$ cat config.mk
export PLATFORM = sky130hd
export DESIGN_NAME = stim_cmd_parser_flat
export DESIGN_NICKNAME = d
export VERILOG_FILES = /design/src/rtl/stim_cmd_parser_pkg.sv /design/src/rtl/stim_cmd_parser_if.sv /design/src/rtl/stim_cmd_parser_param_check.sv /design/src/rtl/stim_cmd_parser.sv /design/src/flat_wrapper.sv
export SDC_FILE = /design/constraint.sdc
export NUM_CORES = 1
export LEC_CHECK = 0
export ABC_AREA = 1
export ABC_CLOCK_PERIOD_IN_PS = 5150
export CAP_MARGIN = 20
export CORE_MARGIN = 1.5
export CORE_UTILIZATION = 37
export CTS_CLUSTER_SIZE = 30
export DETAILED_ROUTE_END_ITERATION = 6
export PLACE_DENSITY = 0.54
export REMOVE_ABC_BUFFERS = 1
export SYNTH_ARGS = -nofsm -noshare
export SYNTH_HDL_FRONTEND = slang
export SYNTH_SLANG_ARGS = --single-unit
$ cat constraint.sdc
create_clock -name sys_clk -period 5.15 [get_ports sys_clk]
set_clock_uncertainty 0.2 [all_clocks]
set_input_delay 1.03 -clock sys_clk [delete_from_list [all_inputs] [get_ports sys_clk]]
set_output_delay 1.03 -clock sys_clk [all_outputs]
set_load 0.01 [all_outputs]
$ cat src/rtl/stim_cmd_parser_pkg.sv
// Shared constants and types for the stimulation command parser: frame header
// bytes, frame length, mode / error-code / parser-state enums.
package stim_pkg;

  localparam logic [7:0] HDR_BYTE0   = 8'hAA;
  localparam logic [7:0] HDR_BYTE1   = 8'h55;
  localparam int         FRAME_LEN   = 11;
  localparam int         PAYLOAD_LEN = FRAME_LEN - 3;

  typedef enum logic [3:0] {
    MODE_IDLE   = 4'd0,
    MODE_SINGLE = 4'd1,
    MODE_RTMS   = 4'd2,
    MODE_TBS    = 4'd3,
    MODE_TEST   = 4'd4
  } mode_e;

  typedef enum logic [2:0] {
    ERR_NONE    = 3'd0,
    ERR_CKS     = 3'd1,
    ERR_MODE    = 3'd2,
    ERR_RANGE   = 3'd3,
    ERR_TIMEOUT = 3'd4
  } err_e;

  typedef enum logic [1:0] {
    ST_IDLE,
    ST_HDR2,
    ST_PAYLOAD,
    ST_CHECK
  } state_e;

endpackage

$ cat src/rtl/stim_cmd_parser_if.sv
// Byte-stream input and committed-parameter output bundle of the parser.
// master = UART / host side, slave = parser.
interface stim_cmd_parser_if;
  logic [7:0]  rx_data;
  logic        rx_valid;
  logic [3:0]  stimulate_mod;
  logic [11:0] pulses_frequency;
  logic [11:0] burst_frequency;
  logic [23:0] igbt_on_time;
  logic        param_valid;
  logic        frame_err;
  logic [2:0]  err_code;
  logic        busy;

  modport master (
    output rx_data, rx_valid,
    input  stimulate_mod, pulses_frequency, burst_frequency, igbt_on_time,
    input  param_valid, frame_err, err_code, busy
  );

  modport slave (
    input  rx_data, rx_valid,
    output stimulate_mod, pulses_frequency, burst_frequency, igbt_on_time,
    output param_valid, frame_err, err_code, busy
  );
endinterface

$ cat src/rtl/stim_cmd_parser_param_check.sv
// Combinational mode and range validator for a received payload.
// MODE 0 bypasses the range checks; the checksum is judged by the caller.
module stim_param_check
  import stim_pkg::*;
#(
  parameter int unsigned MAX_PULSE_HZ = 100,
  parameter int unsigned MAX_ON_US    = 1000
) (
  input  logic [7:0]  mode,
  input  logic [7:0]  pf_h,
  input  logic [7:0]  pf_l,
  input  logic [7:0]  bf_h,
  input  logic [7:0]  bf_l,
  input  logic [23:0] on_time,
  output logic        pass,
  output err_e        err
);

  localparam logic [11:0] MAX_PF = 12'(MAX_PULSE_HZ);
  localparam logic [23:0] MAX_OT = 24'(MAX_ON_US);

  logic [11:0] pf;
  logic [11:0] bf;
  logic        mode_ok;
  logic        range_bad;

  assign pf      = {pf_h[3:0], pf_l};
  assign bf      = {bf_h[3:0], bf_l};
  assign mode_ok = (mode[7:4] == 4'd0) && (mode[3:0] <= MODE_TEST);

  assign range_bad = (pf_h[7:4] != 4'd0) || (bf_h[7:4] != 4'd0)
                  || (pf == 12'd0) || (pf > MAX_PF)
                  || (on_time == 24'd0) || (on_time > MAX_OT)
                  || ((mode[3:0] == MODE_TBS) && (bf == 12'd0));

  // NOTE: every output of a combinational block gets a default first so no
  // path through the if/else leaves a value held, which would infer a latch.
  always_comb begin
    pass = 1'b1;
    err  = ERR_NONE;
    if (!mode_ok) begin
      pass = 1'b0;
      err  = ERR_MODE;
    end else if ((mode[3:0] != MODE_IDLE) && range_bad) begin
      pass = 1'b0;
      err  = ERR_RANGE;
    end
  end

endmodule

$ cat src/rtl/stim_cmd_parser.sv
// Stimulation command-frame decoder: AA 55 + 8 payload bytes + checksum.
// Optional inter-byte timeout enabled by defining STIM_PARSER_TIMEOUT_EN.
module stim_cmd_parser
  import stim_pkg::*;
#(
  parameter int unsigned TIMEOUT_CYC  = 500000,
  parameter int unsigned MAX_PULSE_HZ = 100,
  parameter int unsigned MAX_ON_US    = 1000
) (
  input  logic               sys_clk,
  input  logic               sys_rst,
  stim_cmd_parser_if.slave   bus
);

  state_e      state, state_nxt;
  logic [2:0]  idx;
  logic [7:0]  sum;
  logic [7:0]  payload [PAYLOAD_LEN];

  logic        start_payload;
  logic        store_byte;
  logic        commit;
  logic        reject;
  err_e        err_nxt;
  logic        timeout_hit;

  logic        chk_pass;
  err_e        chk_err;

  logic [3:0]  mode_q;
  logic [11:0] pf_q;
  logic [11:0] bf_q;
  logic [23:0] ot_q;
  logic        param_valid_q;
  logic        frame_err_q;
  logic [2:0]  err_code_q;

  stim_param_check #(
    .MAX_PULSE_HZ (MAX_PULSE_HZ),
    .MAX_ON_US    (MAX_ON_US)
  ) u_check (
    .mode    (payload[0]),
    .pf_h    (payload[1]),
    .pf_l    (payload[2]),
    .bf_h    (payload[3]),
    .bf_l    (payload[4]),
    .on_time ({payload[5], payload[6], payload[7]}),
    .pass    (chk_pass),
    .err     (chk_err)
  );

`ifdef STIM_PARSER_TIMEOUT_EN
  localparam int TO_W = $clog2(TIMEOUT_CYC + 1);
  logic [TO_W-1:0] to_cnt;

  // Counts consecutive byte-less cycles inside a frame; the byte wins a tie.
  assign timeout_hit = (state != ST_IDLE) && !bus.rx_valid
                    && (to_cnt == TO_W'(TIMEOUT_CYC - 1));

  always_ff @(posedge sys_clk or posedge sys_rst) begin
    if (sys_rst)
      to_cnt <= '0;
    else if ((state == ST_IDLE) || bus.rx_valid || timeout_hit)
      to_cnt <= '0;
    else
      to_cnt <= to_cnt + 1'b1;
  end
`else
  assign timeout_hit = 1'b0;
`endif

  always_comb begin
    state_nxt     = state;
    start_payload = 1'b0;
    store_byte    = 1'b0;
    commit        = 1'b0;
    reject        = 1'b0;
    err_nxt       = ERR_NONE;

    if (timeout_hit) begin
      state_nxt = ST_IDLE;
      reject    = 1'b1;
      err_nxt   = ERR_TIMEOUT;
    end else if (bus.rx_valid) begin
      case (state)
        ST_IDLE: begin
          if (bus.rx_data == HDR_BYTE0) state_nxt = ST_HDR2;
        end
        ST_HDR2: begin
          if (bus.rx_data == HDR_BYTE1) begin
            state_nxt     = ST_PAYLOAD;
            start_payload = 1'b1;
          end else if (bus.rx_data != HDR_BYTE0) begin
            state_nxt = ST_IDLE;
          end
        end
        ST_PAYLOAD: begin
          store_byte = 1'b1;
          if (idx == 3'(PAYLOAD_LEN - 1)) state_nxt = ST_CHECK;
        end
        ST_CHECK: begin
          state_nxt = ST_IDLE;
          if (bus.rx_data != sum) begin
            reject  = 1'b1;
            err_nxt = ERR_CKS;
          end else if (!chk_pass) begin
            reject  = 1'b1;
            err_nxt = chk_err;
          end else begin
            commit = 1'b1;
          end
        end
        default: state_nxt = ST_IDLE;
      endcase
    end
  end

  // NOTE: sequential state uses non-blocking assignments only, so every
  // register samples pre-edge values and ordering between blocks cannot matter.
  always_ff @(posedge sys_clk or posedge sys_rst) begin
    if (sys_rst) begin
      state         <= ST_IDLE;
      idx           <= '0;
      sum           <= '0;
      mode_q        <= '0;
      pf_q          <= '0;
      bf_q          <= '0;
      ot_q          <= '0;
      param_valid_q <= 1'b0;
      frame_err_q   <= 1'b0;
      err_code_q    <= '0;
    end else begin
      state         <= state_nxt;
      param_valid_q <= commit;
      frame_err_q   <= reject;
      if (reject) err_code_q <= err_nxt;

      if (start_payload) begin
        idx <= '0;
        sum <= '0;
      end else if (store_byte) begin
        idx <= idx + 3'd1;
        sum <= sum + bus.rx_data;
      end

      if (commit) begin
        mode_q <= payload[0][3:0];
        pf_q   <= {payload[1][3:0], payload[2]};
        bf_q   <= {payload[3][3:0], payload[4]};
        ot_q   <= {payload[5], payload[6], payload[7]};
      end
    end
  end

  // NOTE: the shadow bytes carry no reset; they are always fully rewritten
  // before CHECK can consult them, so a reset network would buy nothing.
  always_ff @(posedge sys_clk) begin
    if (store_byte) payload[idx] <= bus.rx_data;
  end

  assign bus.stimulate_mod    = mode_q;
  assign bus.pulses_frequency = pf_q;
  assign bus.burst_frequency  = bf_q;
  assign bus.igbt_on_time     = ot_q;
  assign bus.param_valid      = param_valid_q;
  assign bus.frame_err        = frame_err_q;
  assign bus.err_code         = err_code_q;
  assign bus.busy             = (state != ST_IDLE);

endmodule
$ cat src/flat_wrapper.sv
// flat-port wrapper written by rule: the top's interface ports become plain ports
module stim_cmd_parser_flat import stim_pkg::*;
#(
  parameter int unsigned TIMEOUT_CYC  = 500000,
  parameter int unsigned MAX_PULSE_HZ = 100,
  parameter int unsigned MAX_ON_US    = 1000
)
  (sys_clk, sys_rst, bus_rx_data, bus_rx_valid, bus_stimulate_mod, bus_pulses_frequency, bus_burst_frequency, bus_igbt_on_time, bus_param_valid, bus_frame_err, bus_err_code, bus_busy);
  stim_cmd_parser_if bus_i ();
  input  logic sys_clk;
  input  logic sys_rst;
  input wire logic [$bits(bus_i.rx_data)-1:0] bus_rx_data;
  input wire logic [$bits(bus_i.rx_valid)-1:0] bus_rx_valid;
  output wire logic [$bits(bus_i.stimulate_mod)-1:0] bus_stimulate_mod;
  output wire logic [$bits(bus_i.pulses_frequency)-1:0] bus_pulses_frequency;
  output wire logic [$bits(bus_i.burst_frequency)-1:0] bus_burst_frequency;
  output wire logic [$bits(bus_i.igbt_on_time)-1:0] bus_igbt_on_time;
  output wire logic [$bits(bus_i.param_valid)-1:0] bus_param_valid;
  output wire logic [$bits(bus_i.frame_err)-1:0] bus_frame_err;
  output wire logic [$bits(bus_i.err_code)-1:0] bus_err_code;
  output wire logic [$bits(bus_i.busy)-1:0] bus_busy;
  assign bus_i.rx_data = bus_rx_data;
  assign bus_i.rx_valid = bus_rx_valid;
  assign bus_stimulate_mod = bus_i.stimulate_mod;
  assign bus_pulses_frequency = bus_i.pulses_frequency;
  assign bus_burst_frequency = bus_i.burst_frequency;
  assign bus_igbt_on_time = bus_i.igbt_on_time;
  assign bus_param_valid = bus_i.param_valid;
  assign bus_frame_err = bus_i.frame_err;
  assign bus_err_code = bus_i.err_code;
  assign bus_busy = bus_i.busy;
  stim_cmd_parser #(.TIMEOUT_CYC(TIMEOUT_CYC), .MAX_PULSE_HZ(MAX_PULSE_HZ), .MAX_ON_US(MAX_ON_US)) u_core (.sys_clk(sys_clk), .sys_rst(sys_rst), .bus(bus_i));
endmodule
==> results.md, run 1 <==
* Vias at about 3700
* Full die area at 15400 sq um
* Worst reg2reg path depth at 8
* Hold EP: u_core.bus.igbt_on_time[15]$_DFFE_PP0P_
* Initial Utilization at 0.377
* Setup violators final at 0
* Clk_lat worst skew at approximately 0.4 ns
* Crit Path Class: in2reg
* # rows at 44
* Final Hold Viols at 0
* Number of global-route vias before repair at 3695
* I/O Pins at roughly 70
* Total Routing Usage GR at 0.163
* Die Y at 124 microns
* Compound-Gate Fraction of Synth Area at 0.0465
* Most frequent cell on the critical path: nand2_1
* CTS buffer count at 17
* Unique masters post-synth at 29
* Power Density at just under 400 nW/um^2
* First-pass GRT wire length at roughly 18000 microns
* Post-CTS setup buffer count at 0
* Max-Cap Viols at 0
* Critical path arrival at ~3.6 ns
* Pre-antenna DRT Iters at 4
* Final worst-path cycle share at 0.677
* Cell leakage power at between 3 and 4 nW
* Drt wl/cell at ~14 microns
* Die width at about 120 microns
* Drt via density at roughly 4.6
* Startpoint types: primary input
* Layout cells sized above 1 at 0.0749
* Largest net degree at the start of global routing at 66
* Crit path max fanout at 39
* Final Util at 0.481
* Final ANT Viol Nets at 0
* Reg2reg setup slack at about 2.8 ns
* Synthesized area at roughly 5400 sq um
* TritonCTS clock tree: yes
* Unrepaired setup endpoints after global routing: no
* Post-synthesis register bit count at between 100 and 150
* Worst slew pin tran at around 0.8 ns
* Largest family of logic cells by synthesized area: simple AND/OR/NAND/NOR gates
* Post-CTS sizing at 0
* Worst Hold Launch: u_core.payload[6][7]$_DFFE_PP_
* Syn avg cell area at about 10 sq um
* H-tree levels at 4
* Worst Hold Path Cells at 2
* Non-filler cells in the finished layout at between 700 and 800
* Post-synthesis adder-cell area fraction at 0.0244
* Simple-Gate Fraction of Synth Area at 0.197
* CTS Buffer Depth at 2
* DR iter-0 viols at ~210
* Post-synth ARST share at 0.519
* Port buffer count at 67
* Critical Path End Type: register
* # nets final at around 620
* Mux cell area share after synthesis at 0
* Worst r2r dst: u_core.bus.burst_frequency[11]$_DFFE_PP0P_
* Worst Setup SP: bus_rx_data[1]
* Post-Route WL at between 10000 and 15000 microns
* Post-DP HPWL at around 7600 microns
* Post-Synth XOR/XNOR Area at 0.00484
* Mapped Cells at roughly 520
* Critical Path RT at 5.30 ns
* Root buffer cell: clkbuf_16
* Post-synth EDFFs at 64
* Worst vdd ir at between 0.2 and 0.25 mV
* F_max at 287 MHz
* Hold Path Class: reg2reg
* Worst-path clk slew at ~0.060 ns
* Clock Sinks at between 100 and 150
* Core ar. at between 10000 and 15000 sq um
* ANT cells at 0
* Fin. max-slew vios at 0
* CP Cell Sequence: clkdlybuf4s50_1, ha_1, nor4_1, nand3_1, nor2_1, nand2_2, inv_2, nand2_1, nand2_1
* Ys flop type: dfrtp_1
* Cts hold-fix bufs at 0
* Max incr delay on CP at roughly 0.87 ns
* Layout area overhead at 27.8%
* Yosys warns at 0
* TNS Setup at 0 ns
* Initial antenna violation count at 0
* Sequential area share after synthesis at 0.672
* Slowest cell on the critical path: clkdlybuf4s50_1
* Outcome: finished clean
* Placed instance count at approximately 770
* Minimum clock period after layout at ~3.5 ns
* DRC viols at 0
* Slew headroom at 0.469
* Worst r2r src: u_core.sum[1]$_DFFE_PP0P_
* Total gr overflow at 0
* RePlAce Congestion at between 0.7 and 0.8
[through the flow]
step | instance area, sq um | setup WS (ns) | power, mW | hold slack (ns)
after floorplan | 5320 | 1.85 | 1.27 | 0.245
after global placement | 6260 | 1.16 | 1.33 | 0.255
after detailed placement | 6260 | 1.16 | 1.33 | 0.261
after CTS | 6940 | 1.59 | 2.73 | 0.276
after global routing | 6940 | 1.44 | 2.80 | 0.298
final | 6940 | 1.67 | 2.70 | 0.273
[flip-flops by register name, summed over array words and instances, names as in the netlist, named ones only]
| name | cells |
|---|---|
| u_core.payload | 64 |
| u_core.bus.igbt_on_time | 24 |
| u_core.bus.burst_frequency | 12 |
| u_core.bus.pulses_frequency | 12 |
| u_core.sum | 8 |
| u_core.bus.stimulate_mod | 4 |
| u_core.idx | 3 |
| u_core.bus.err_code | 2 |
| u_core.bus.frame_err | 1 |
| u_core.bus.param_valid | 1 |
| u_core.state | 1 |
[power breakdown]
part / switching (mW) / total, mW / internal (mW)
logic: 0.103 / 0.162 / 0.0589
clock network: 0.437 / 1.39 / 0.951
registers: 0.0137 / 1.15 / 1.14
total: 0.554 / 2.70 / 2.15
[worst max-delay path by stage]
| stage | end | cells after the start |
|---|---|---|
| 2_1_floorplan | u_core.bus.burst_frequency[0]$_DFFE_PP0P_ | 8 |
| 3_3_place_gp | u_core.bus.igbt_on_time[20]$_DFFE_PP0P_ | 9 |
| 3_5_place_dp | u_core.bus.igbt_on_time[23]$_DFFE_PP0P_ | 9 |
| 4_1_cts | u_core.bus.igbt_on_time[23]$_DFFE_PP0P_ | 9 |
| 5_1_grt | u_core.bus.igbt_on_time[23]$_DFFE_PP0P_ | 9 |
| 6_report | u_core.bus.burst_frequency[11]$_DFFE_PP0P_ | 9 |
[cells in the final DEF (no fill, tap or decap)]
cell             count
nand2_1            189
nor4_1               4
clkinv_2             2
nor3_1               3
nand3_1              9
nand3b_1             2
dfrtp_1             69
xor2_1               3
fa_1                 1
clkinv_1             2
nand4_1              3
o22ai_1              5
inv_1               48
inv_2                2
edfxtp_1            64
bufinv_16            7
o21ai_0             17
buf_4                5
o21ai_2              5
o211a_1              1
o21ai_1              6
clkdlybuf4s50_1     67
clkinvlp_4           3
nor3_2               2
nor2_1              54
or2_0                1
a21oi_1              9
nand2_2              2
clkinv_4             1
ha_1                 9
o211ai_1             1
conb_1               1
clkbuf_16           17
[final cells by class]
type	instances	area, sq um
clock buffers	17	425
clock inverters	15	259
fillers	1354	7480
inverters	50	188
multi-input cells	327	1490
flip-flops and latches	133	3650
well taps	184	230
repair buffers	72	708
[cells in the mapped netlist (6+ instances only)]
master / count / share of area
nand2_1: 189 / 0.13
dfrtp_1: 69 / 0.32
edfxtp_1: 64 / 0.35
nor2_1: 54 / 0.037
inv_1: 49 / 0.034
o21ai_0: 17 / 0.016
a21oi_1: 9 / 0.0083
ha_1: 9 / 0.021
nand3_1: 9 / 0.0083
buf_6: 8 / 0.017
o21ai_1: 6 / 0.0055
[metal layers]
metal | track usage | share of wire | vias to the layer above
met5 | 0 | 0 | -
met2 | 0.253 | 0.47 | 92
met3 | 0.0449 | 0.063 | 18
li1 | - | - | 1846
met1 | 0.214 | 0.45 | 1747
met4 | 0.0724 | 0.018 | 0
[worst max-delay path: cells and delay by family]
family	cells	cell delay, ns
buffers and inverters	2	1.36
and+or+nand+nor	6	0.86
adders and majority gates	1	0.36
[logic make-up after synthesis]
group / count (synthesis)
and+or+nand+nor: 269
DFF: 133
buffers and inverters: 62
AOI/OAI and AO/OA: 44
adders and majority gates: 10
xor gates and xnor gates: 3
other: 1
Note: power is estimated with default switching activity, not from simulation.
==> run 2: changes to the inputs <==
- ABC_CLOCK_PERIOD_IN_PS: 5150 -> 3200
- PLACE_DENSITY: 0.54 -> 0.56
- clock period: 5.15 -> 3.2 ns (I/O delays scaled with it)
==> results.md, run 2 (synthesis results as in run 1) <==
* Critical Path End Type: register
* Final worst-path cycle share at 0.809
* Worst Hold Path Cells at 2
* ANT cells at 0
* Vias at approximately 3700
* RePlAce Congestion at 0.914
* Power Density at about 550 nW/um^2
* Reg2reg setup slack at between 0.9 and 1 ns
* Critical Path RT at 3.27 ns
* Drt via density at 4.59
* Worst r2r dst: u_core.sum[6]$_DFFE_PP0P_
* Power Total at 3.84 mW
* Largest register FFs at 64
* Hold Path Class: reg2reg
* Worst reg2reg path depth at 11
* # nets final at 640
* Worst r2r src: u_core.sum[0]$_DFFE_PP0P_
* Max incr delay on CP at roughly 0.49 ns
* Hold EP: u_core.bus.burst_frequency[8]$_DFFE_PP0P_
* Hold WS at between 0.2 and 0.3 ns
* Drt wl/cell at between 10 and 15 microns
* Post-DP HPWL at a little under 8000 microns
* Worst Hold Launch: u_core.payload[3][0]$_DFFE_PP_
* Slowest cell on the critical path: clkdlybuf4s50_1
* Post-CTS sizing at 0
* Root buffer cell: clkbuf_16
* Pre-antenna DRT Iters at 4
* Startpoint types: primary input
* Post-CTS setup buffer count at 0
* DRC viols at 0
* Worst-path clk slew at about 0.060 ns
* Die Y at 124 microns
* Crit path max fanout at 2
* Total Routing Usage GR at 0.162
* Cts hold-fix bufs at 0
* Max-Cap Viols at 0
* Most frequent cell on the critical path: nand2_1
* TNS Setup at 0 ns
* CP Cell Sequence: clkdlybuf4s50_1, ha_1, inv_1, fa_1, o21ai_0, nand2_1, nand2_1, nand2_1, nand2_1, a21oi_1, o21ai_0, o21ai_0
* Core ar. at approximately 14000 sq um
* Commonest non-fill, non-tap cell in the layout: nand2_1
* Total gr overflow at 0
* Final Hold Viols at 0
* # rows at between 40 and 50
* Top reg by flops: u_core.payload
* Number of global-route vias before repair at around 3700
* Count of buffer and inverter cells on the critical path at 2
* Layout area overhead at 27.6%
* Worst path top cell family by delay: compound AO/OA/AOI/OAI gates
* Crit Path Class: in2reg
* Unrepaired setup endpoints after global routing: no
* Initial antenna violation count at 0
* Critical path arrival at between 2 and 3 ns
* Largest net degree at the start of global routing at 42
* Worst slew pin tran at ~0.8 ns
* Die width at around 120 microns
* CTS Buffer Depth at 2
* Initial Utilization at 0.377
* Final ANT Viol Nets at 0
* Final Util at 0.480
* Layout cells sized above 1 at 0.0949
* Most frequent cells in the layout: 189 x nand2_1, 69 x dfrtp_1, 67 x clkdlybuf4s50_1
* Full die area at 15400 sq um
* Fin. max-slew vios at 0
* DR iter-0 viols at a little under 200
* Post-Route WL at ~11000 microns
* Port buffer count at 67
* First-pass GRT wire length at around 18000 microns
* CTS buffer count at 17
* H-tree levels at 4
* Clock Sinks at around 130
* Worst vdd ir at between 0.3 and 0.4 mV
* Outcome: finished clean
* F_max at a little under 400 MHz
* Clk_lat worst skew at 0.41 ns
* Cell leakage power at 3.12 nW
* Slew headroom at 0.461
* TritonCTS clock tree: yes
* Setup violators final at 0
* I/O Pins at slightly below 70
* Minimum clock period after layout at between 2 and 3 ns
[run 2: changes by cell type in the layout (fill, tap and decap cells not counted), sizes merged]
cell / before / now
bufinv: 7 / 1
buf: 5 / 23
clkbuf: 17 / 18
clkinvlp: 3 / 2
clkinv: 5 / 11
[run 2: tightest hold or removal path, stage by stage, from the launching register on]
cell	delay, ns
edfxtp_1	0.34
nand2_1	0.05
nand2_1	0.04
[run 2: where the power goes]
| group | internal (mW) | switching [mW] | total, mW |
|---|---|---|---|
| clock | 1.04 | 0.676 | 1.72 |
| sequential | 1.83 | 0.0218 | 1.85 |
| combinational | 0.101 | 0.173 | 0.274 |
[run 2: how the worst max path moves through the flow]
stage,start,endpoint,cells after the start
5_1_grt,bus_rx_data[1],u_core.bus.igbt_on_time[8]$_DFFE_PP0P_,9
3_3_place_gp,bus_rx_data[0],u_core.sum[6]$_DFFE_PP0P_,12
6_report,bus_rx_data[0],u_core.sum[6]$_DFFE_PP0P_,12
3_5_place_dp,bus_rx_data[0],u_core.sum[6]$_DFFE_PP0P_,12
4_1_cts,bus_rx_data[0],u_core.sum[6]$_DFFE_PP0P_,12
2_1_floorplan,bus_rx_data[2],u_core.bus.burst_frequency[0]$_DFFE_PP0P_,8
[run 2: area by class of cell]
type | count | area, sq um
multi-input cells | 327 | 1490
fillers | 1349 | 7490
clock buffers | 18 | 429
clock inverters | 14 | 93.8
inverters | 50 | 188
flip-flops and latches | 133 | 3650
well taps | 184 | 230
repair buffers | 90 | 856
[run 2: per-layer routing]
layer  vias to the layer above  track usage  wire length (microns)
met5                         -            0                      0
met4                         0       0.0604                    102
met3                        10       0.0545                    618
met2                        99        0.259                   5400
met1                      1743        0.206                   5290
li1                       1890            -                      -
[run 2: per-stage QoR]
step	std cells	cell area (sq um)	setup slack (ns)
6_report	816	6930	0.613
3_5_place_dp	784	6410	0.232
3_3_place_gp	784	6410	0.224
4_1_cts	816	6930	0.668
5_1_grt	816	6930	0.504
2_1_floorplan	510	5320	0.292
